[src/rtl/vector_load_writer.sv]
// vector_load_writer
// ------------------
// Load-writeback sequencer in front of the register-file write port. It fetches
// one scalar word, or LANES strided words, from data memory. Only one request is
// outstanding at a time. It packs the words into a LANES-wide vector and issues
// exactly one register-file write per load.
//
// Ports
//   clk, rst          clock (posedge) and asynchronous active-high reset
//   start             load request, sampled only while idle
//   is_vector         1 = LANES-element vector load, 0 = scalar load
//   dst               destination register index
//   base_addr         byte address of element 0
//   stride            byte distance between consecutive elements
//   busy              high whenever a load is in progress (state != IDLE)
//   done              one-cycle pulse, coincident with we3
//   mem_re            memory read request, one cycle per element
//   mem_addr          request address, valid while mem_re is high
//   mem_rdata         read data, valid while mem_valid is high
//   mem_valid         read-data strobe, honoured only while waiting for data
//   we3, ra3, wd3     register-file write enable / index / data ([LANES-1] is the scalar lane)
//   selec_v_s_w       1 = vector file, 0 = scalar file
//   cmd               register-file command, always 3'b000
module vector_load_writer #(
  parameter int LANES = 16,
  parameter int DW    = 32,
  parameter int AW    = 32
) (
  input  logic                  clk,
  input  logic                  rst,
  input  logic                  start,
  input  logic                  is_vector,
  input  logic [3:0]            dst,
  input  logic [AW-1:0]         base_addr,
  input  logic [AW-1:0]         stride,
  output logic                  busy,
  output logic                  done,
  output logic                  mem_re,
  output logic [AW-1:0]         mem_addr,
  input  logic [DW-1:0]         mem_rdata,
  input  logic                  mem_valid,
  output logic                  we3,
  output logic [3:0]            ra3,
  output logic [LANES*DW-1:0]   wd3,
  output logic                  selec_v_s_w,
  output logic [2:0]            cmd
);

  localparam int KW = $clog2(LANES);

  // One-hot encoding: every status output is a single state flop, so the
  // register-file controls are glitch-free for the whole WB cycle.
  typedef enum logic [3:0] {
    IDLE = 4'b0001,
    REQ  = 4'b0010,
    WAIT = 4'b0100,
    WB   = 4'b1000
  } state_t;

  state_t              state, state_nxt;
  logic [KW-1:0]       k;         // current element index
  logic                is_vec_q;
  logic [3:0]          dst_q;
  logic [AW-1:0]       addr_q;    // base + k*stride, kept incrementally
  logic [AW-1:0]       stride_q;
  logic [LANES*DW-1:0] lanes_q;   // lane buffer, drives wd3 directly

  logic accept;
  logic capture;
  logic last_elem;

  assign accept    = (state == IDLE) && start;
  // mem_valid counts only in WAIT; a strobe in REQ or IDLE is stale or spurious.
  assign capture   = (state == WAIT) && mem_valid;
  assign last_elem = !is_vec_q || (k == KW'(LANES - 1));

  // State register
  always_ff @(posedge clk or posedge rst) begin
    if (rst) begin
      state <= IDLE;
    end else begin
      // NOTE: sequential state uses non-blocking assignments so every flop
      // samples pre-edge values regardless of block ordering.
      state <= state_nxt;
    end
  end

  // Next-state logic
  always_comb begin
    // NOTE: default assigned first so no path through the case infers a latch.
    state_nxt = state;
    unique case (state)
      IDLE:    if (start) state_nxt = REQ;
      REQ:     state_nxt = WAIT;
      WAIT:    if (mem_valid) state_nxt = last_elem ? WB : REQ;
      WB:      state_nxt = IDLE;
      default: state_nxt = IDLE;
    endcase
  end

  // Request parameters, element walk and lane buffer
  always_ff @(posedge clk or posedge rst) begin
    if (rst) begin
      // NOTE: the lane buffer is reset, unlike a typical RAM, because it is
      // visible on wd3 and a reset must leave no data from an aborted load.
      is_vec_q <= 1'b0;
      dst_q    <= '0;
      addr_q   <= '0;
      stride_q <= '0;
      lanes_q  <= '0;
      k        <= '0;
    end else if (accept) begin
      is_vec_q <= is_vector;
      dst_q    <= dst;
      addr_q   <= base_addr;
      stride_q <= stride;
      lanes_q  <= '0;
      k        <= '0;
    end else if (capture) begin
      if (is_vec_q) begin
        lanes_q[int'(k)*DW +: DW] <= mem_rdata;
      end else begin
        lanes_q[(LANES-1)*DW +: DW] <= mem_rdata;
      end
      if (!last_elem) begin
        k      <= k + 1'b1;
        addr_q <= addr_q + stride_q;   // wraps modulo 2^AW by design
      end
    end
  end

  assign busy        = (state != IDLE);
  assign mem_re      = (state == REQ);
  assign mem_addr    = addr_q;
  assign we3         = (state == WB);
  assign done        = (state == WB);
  assign ra3         = dst_q;
  assign wd3         = lanes_q;
  assign selec_v_s_w = is_vec_q;
  assign cmd         = 3'b000;

endmodule

[config.mk]
export PLATFORM = sky130hd
export DESIGN_NAME = vector_load_writer
export DESIGN_NICKNAME = d
export VERILOG_FILES = /design/src/rtl/vector_load_writer.sv
export SDC_FILE = /design/constraint.sdc
export NUM_CORES = 1
export LEC_CHECK = 0
export CAP_MARGIN = 0
export CELL_PAD_IN_SITES_DETAIL_PLACEMENT = 1
export CELL_PAD_IN_SITES_GLOBAL_PLACEMENT = 1
export CORE_AREA = 2 2 254 256
export DETAILED_ROUTE_END_ITERATION = 8
export DIE_AREA = 0 0 256 258
export GPL_TIMING_DRIVEN = 1
export HOLD_SLACK_MARGIN = 0.15
export PLACE_DENSITY = 0.9
export SYNTH_ARGS = -nofsm -noshare
export SYNTH_HDL_FRONTEND = slang
export SYNTH_SLANG_ARGS = --single-unit
[constraint.sdc]
create_clock -name clk -period 60.6 [get_ports clk]
set_clock_uncertainty 0.05 [all_clocks]
set_input_delay 12.12 -clock clk [delete_from_list [all_inputs] [get_ports clk]]
set_output_delay 12.12 -clock clk [all_outputs]
set_load 0.03 [all_outputs]
# Word level (Yosys, flattened, before mapping)
# Cells that the tools add are included.
[word_totals] output_inout_bits=556 regBits=589 rom_bits=0 latch_bits=0 inputBits=105 n_memories=0 word_cells=46 ramBits=0
[op_classes] n_bitwise=0 div=0 shifts=2 n_reduce_logical=9 n_eq_ne=9 n_lt_le_gt_ge=0 multipliers=0 addsub=3 n_mux=15
[ops] cell="512-bit two-way mux" n=2
[ops] cell="512-bit bitwise mux" n=1
[ops] cell="32-bit by 33-bit variable shift with 512-bit output, first input constant" n=1
[ops] cell="32-bit by 33-bit variable part select with 512-bit output" n=1
[ops] cell="480-bit two-way mux" n=1
[ops] cell="32-bit two-way mux" n=4
[ops] cell="9-bit negator with 33-bit output" n=1
[ops] cell="32-bit adder" n=1
[ops] cell="4-bit two-way mux" n=6
[ops] cell="4-bit one-hot mux with 3 select lines" n=1
[ops] cell="4-bit == test, second input constant" n=2
[ops] cell="2-bit inequality test, second input constant" n=3
[ops] cell="2-bit AND reduction" n=3
[ops] cell="4-bit by 1-bit adder with 4-bit output, second input constant" n=1
[ops] cell="4-bit by 1-bit == test with 1-bit output, second input constant" n=1
[ops] cell="4-bit by 2-bit == test with 1-bit output, second input constant" n=1
[ops] cell="4-bit by 3-bit == test with 1-bit output, second input constant" n=1
[ops] cell="4-bit by 1-bit inequality test with 1-bit output, second input constant" n=1
[ops] cell="2-bit nonzero test" n=2
[ops] cell="1-bit logical AND" n=2
[ops] cell="1-bit zero test" n=1
[ops] cell="1-bit logical OR" n=1

# Longest topological paths before layout
[logic_depth] ltp_word=6 ltp_mapped=11 ltp_nobuf=10

# Worst setup path before layout
# OpenSTA, ideal clock, no wires.
[synth_timing] path_type="flip-flop to output port" from="reg state[1]" to="out we3" path_buffers=2 slack_ns=46.473 t_arrival_ns=1.957 t_required_ns=48.430 stages_incl_launch_ff=4 cell_sequence="dfrtp_1 buf_2 nor4b_1 buf_4"
[synth_between] elab_chain_len=1
[synth_rtl] item="start: declaration" line="60" rtl="state_t state, state_nxt;"
[synth_rtl] item="start signal: assignment" line="84" rtl="state <= state_nxt;"
[synth_rtl] item="4-bit == test"
[synth_rtl] item="end: declaration" line="42" rtl="output logic we3,"
# No other way between the ends.

==> metrics.md <==
| Metric | Value |
|---|---|
| Post-synthesis compound-gate area fraction | 21.63% |
| Final Cycle Share | approximately 25% |
| Sw Ratio | 38.44% |
| CP startpoint | rst |
| Most Frequent Cell on Critical Path | buf_4 |
| Final Wtd Congestion | a little over 0.9 |
| CTS H-tree depth | 2 |
| WHS | 0.4308 ns |
| R2R setup slack | 56.81 ns |
| LEAKAGE | 14.70 nW |
| Cell Int Power | 0.7725 mW |
| Fillers | 6621 |
| Worst hold-check path type | flip-flop to flip-flop |
| Post-layout worst setup margin | 45.38 ns |
| Drt initial violations | 1730 |
| Post-synth design cell area | 23750 µm² |
| Mean area per synthesized cell | 11.52 µm² |
| Antenna-violating nets left | 0 |
| Final Util | 51.81% |
| Total Negative Setup Slacks | 0 ns |
| Net load switching power | 0.4825 mW |
| Power per cell area | 38.06 nW/µm² |
| Worst-Skew Late Latency | 0.63 ns |
| CTS hold repair buffers | 0 |
| Most frequent cell after synthesis | dfrtp_1 |
| Max-cap violations | 0 |
| Core Footprint | 63650 µm² |
| Logic pwr share | 33.0% |
| Vias per Instance | slightly below 6 |
| Tmin final | 15.22 ns |
| Register share of total power | 36.5% |
| Clk sinks | ~600 |
| Final WL | 105.7 mm |
| Worst setup path end | wd3[355] |
| Status | complete, no violations |
| Final Setup Violations | 0 |
| Clock root cell | clkbuf_16 |
| Nets@finish | 2757 |
| Fmax | approximately 66 MHz |
| CTS tree | yes |
| # port buffers | 657 |
| EDFF count, synth | 0 |
| RR Startpoint | k[0] |
| CP Data Required Time | 61.17 ns |
| XOR/XNOR Fraction of Synth Area | 1.069% |
| Startpoint Class | input port |
| Slew headroom | 9.348% |
| Synthesized instance count | a little over 2000 |
| Layout cells sized above 1 | 6.205% |
| Cell depth of the worst setup path | 5 |
| Synth area leaders | dfrtp_1, a22o_1, nand2_1 |
| Worst reg2reg path depth | 10 |
| Reg clk slew, reported paths | 0.06 ns |
| Drt wl/cell | 30.08 µm |
| Yosys reg bits | 589 |
| Yosys top cell by area | dfrtp_1 |
| Row cnt | 93 |
| Synth top cells by count | dfrtp_1, a22o_1, nand2_1 |
| Largest family of logic cells by synthesized area | compound AO/OA/AOI/OAI gates |
| Die area | around 66000 µm² |
| Die W | 256 µm |
| Largest net degree at the start of global routing | 143 |
| Most used DFF post-synth | dfrtp_1 |
| Setup Fix Bufs, Post-CTS | 0 |
| DR DRC count | 0 |
| First-pass GRT wire length | between 150 and 200 mm |
| N_diodes | 0 |
| Post-Synth Adder-Cell Area | 1.981% |
| Drt first pass iters | 7 |
| Crit path DAT | 15.79 ns |
| Post-synthesis sequential area ratio | 62.07% |
| Synth warnings | 0 |
| CP max-delay cell | buf_4 |
| # IOs | 661 |
| PostCTS Resize Cnt | 0 |
| CP Capture Type | async pin |
| GRT Residual Overflow | 0 |
| P&R area growth vs syn | 38.85% |
| Vias in the first global route | 22664 |
| Gr usage total | 31.40% |
| Die H | 258 µm |
| Power Total | 1.255 mW |
| CTS max path bufs | 3 |
| WP buf/inv | 5 |
| CTS buffer count | 61 |
| Place WS | 44.61 ns |
| IR drop worst, VDD | 0.00002527 V |
| Initial antenna violation count | 1 |
| Worst Tran Pin Value | about 1.4 ns |
| Final Max Slew Viols | 0 |
| Capturing point of the worst reg2reg path | wd3[195] |
| Asr flop ratio synth | 100.0% |
| Cell Chain, Critical Path | clkdlybuf4s50_1, inv_8, buf_4, buf_4, buf_4 |
| Initial cell density of the core | 37.31% |
| Clk pwr share | 30.5% |
| CP max FO | 142 |
| Mux contribution to synthesized area | 0.2529% |
| Crit Path Class | input port to async pin |
| Cell family with most CP delay | buffers and inverters |
| Crit-path max cell delay | approximately 0.88 ns |
| Hold Vio Cnt, Final | 0 |
| Area share of the largest cell type after synthesis | about three fifths |
| Via count | 20937 |
| Unique masters post-synth | between 60 and 70 |
| DP HPWL | 69.87 mm |
| Setup repair after global routing missed its margin | false |
| Post-synthesis simple-gate area fraction | 8.941% |
-- layout make-up --
class                   instances  area [µm²]  share of cell area, %
flip-flops and latches        589       14740                  44.70
multi-input cells            1259        8298                  25.16
repair buffers                690        6819                  20.68
clock buffers                  89        1733                  5.255
well taps                     855        1070                  3.244
clock inverters                18       256.5                 0.7778
inverters                      14       60.06                 0.1821
-- logic make-up (layout without fill, tap and decap cells) --
| group | Yosys count | after routing |
|---|---|---|
| DFF | 589 | 589 |
| other | 1 | 3 |
| buffers and inverters | 215 | 811 |
| AOI/OAI and AO/OA | 688 | 688 |
| adders and majority gates | 37 | 37 |
| and+or+nand+nor | 496 | 496 |
| muxes | 6 | 6 |
| xor gates and xnor gates | 29 | 29 |
-- through the flow --
step | cell area, µm² | cells
2_1_floorplan | 23760 | 2063
3_3_place_gp | 30990 | 3407
3_5_place_dp | 30990 | 3407
4_1_cts | 32980 | 3514
5_1_grt | 32980 | 3514
6_report | 32980 | 3514
-- worst min path at each step --
stage,start,end,cells past startpoint,slack [ns]
after global routing,wd3[185],wd3[185],1,0.46
after detailed placement,stride_q[9],stride_q[9],2,0.42
after floorplan,stride_q[0],stride_q[0],2,0.40
final,stride_q[9],stride_q[9],2,0.43
after global placement,wd3[502],wd3[502],2,0.42
after CTS,stride_q[9],stride_q[9],2,0.44
-- worst min-delay path: stages, from the launching register on --
cell	delay (ns)
dfrtp_1	0.34
nand2_1	0.05
nand2_1	0.05
-- layer usage --
layer | GRT usage [%] | vias to the layer above | wire (µm) | part of all wire, %
met5 | 0 | - | 0 | 0
met4 | 16.47 | 0 | 6186 | 5.9
met3 | 6.625 | 358 | 8373 | 7.9
met2 | 53.40 | 1263 | 52120 | 49
met1 | 37.65 | 10861 | 39020 | 37
li1 | - | 8455 | - | -
-- power by group through the flow --
stage | clock network, mW | logic (mW) | registers [mW]
floorplan | 0 | 0.217 | 0.494
global placement | 0 | 0.385 | 0.461
detailed placement | 0 | 0.403 | 0.464
CTS | 0.388 | 0.412 | 0.458
global route | 0.401 | 0.445 | 0.462
finish | 0.383 | 0.414 | 0.459
-- cell usage in the layout (no fill, tap or decap), types with 4 or more instances in the layout --
master,n
clkinv_2,7
inv_1,13
clkbuf_1,19
a21o_1,6
ha_1,36
nand2b_1,5
clkbuf_8,8
and3_1,9
buf_4,33
clkdlybuf4s50_1,656
nor2_1,28
o21ai_1,8
a22oi_1,25
dfrtp_1,588
nand3_1,17
bufinv_16,5
clkbuf_16,62
a21oi_1,51
nor2_4,5
o21bai_1,4
nand4_1,7
xnor2_1,14
xor2_1,14
nor3_4,7
a21oi_4,11
mux2i_1,6
nor2_2,6
a22o_1,398
nor3_1,8
o21ai_0,154
nand2_1,379
nor2b_1,4
-- state kept, by name (all words and copies together), names as in the netlist --
signal       count
stride_q        32
k                4
selec_v_s_w      1
state            4
wd3            512
ra3              4
mem_addr        32
(Power assumes the default switching activity.)
==> patch (same flow settings) <==
Reset style: synchronous (`rst`), changed in 2 clocked blocks. Comments in the files are not updated.
--- a/src/rtl/vector_load_writer.sv
+++ b/src/rtl/vector_load_writer.sv
@@ -75,7 +75,7 @@
   assign last_elem = !is_vec_q || (k == KW'(LANES - 1));
 
   // State register
-  always_ff @(posedge clk or posedge rst) begin
+  always_ff @(posedge clk) begin
     if (rst) begin
       state <= IDLE;
     end else begin
@@ -99,7 +99,7 @@
   end
 
   // Request parameters, element walk and lane buffer
-  always_ff @(posedge clk or posedge rst) begin
+  always_ff @(posedge clk) begin
     if (rst) begin
       // NOTE: the lane buffer is reset, unlike a typical RAM, because it is
       // visible on wd3 and a reset must leave no data from an aborted load.
Check against the original RTL: not settled (the Yosys comparison gave no result); the edit may change what the design does.
==> patch against the original RTL <==
Worst setup slack got worse by 0.42 ns. Sequential cell count unchanged. Synthesized area down 1.3%. Non-clock buffer count rose by 26. Final area shrank 1.3%. Global-route usage rose by 0.55 points. Wire length up 4.0%. Sequential share of layout area is 8.5 points lower. Critical endpoint is now wd3[77]$_SDFFE_PP0P_.
Power is not compared: it rests on default switching activity, and its combinational part moved more than twofold at a synthesized area within 25%.
==> patch: results (changes against the original RTL) <==
| Metric | Value |
|---|---|
| Met2 routed WL | `51670 um (-0.87%)` |
| M1 WL | `41720 um (+6.9%)` |
| Fillers | `7510 (+13%)` |
| Initial drt markers | `1792 (+3.6%)` |
| Total Routing Usage GR | `31.95% (+0.55 points)` |
| Topmost layer with routed signal wires | `met5` |
| Adder-cell share of the synthesized area | `2.007% (+0.026 points)` |
| Synth Instances | `2954 (+43%)` |
| Reg-to-reg critical path startpoint | `state[0]$_SDFFE_PP1P_` |
| Register area share after synthesis | `50.31% (-12 points)` |
| Total number of vias | `24870 (+19%)` |
| Routability cong. | `0.8712 (-4.0%)` |
| Hold path start | `wd3[42]$_SDFFE_PP0P_` |
| Post-DP HPWL | `70520 um (+0.92%)` |
| Status | `completed` |
| XOR/XNOR Fraction of Synth Area | `1.009% (-0.060 points)` |
| Clock Latency Late Sink | `0.60 ns (-0.03 ns)` |
| Largest stage delay on the critical path | `0.98 ns (+0.10 ns)` |
| Initial DRT Pass Iterations | `5 (-2)` |
| Vias per cell | `5.742 (-3.6%)` |
| Met3 Usage GRT | `7.558% (+0.93 points)` |
| Top FF cell, synth | `dfxtp_1` |
| Largest net degree at the start of global routing | `108 (-24%)` |
| TritonCTS buffer count | `66 (+8.2%)` |
| Met3 WL | `8792 um (+5.0%)` |
| Fin nets | `3565 (+29%)` |
patch: cell count changes in the layout (fill, tap and decap cells not counted), sizes merged, moves of 95 or more:
cell,delta
a21oi,+464
a22o,-398
dfrtp,-588
dfxtp,+589
nand2,+263
nand3,+346
nor2,+95
o21ai,-131
patch: cell type report:
class / count / area share, %
antenna: 3 / 0.02306
clock buffer: 103 / 6.093
clock inverter: 16 / 0.6189
inverter: 13 / 0.1499
multi-input combinational: 2037 / 32.12
sequential: 589 / 36.23
tap: 855 / 3.287
timing repair buffer: 716 / 21.49
patch: final timing paths:
kind	end	slack, ns	depth (start not counted)
max reg2reg	wd3[77]$_SDFFE_PP0P_	56.68	6
min reg2reg	wd3[42]$_SDFFE_PP0P_	0.40	2
max	wd3[77]$_SDFFE_PP0P_	44.96	7
min	wd3[42]$_SDFFE_PP0P_	0.40	2
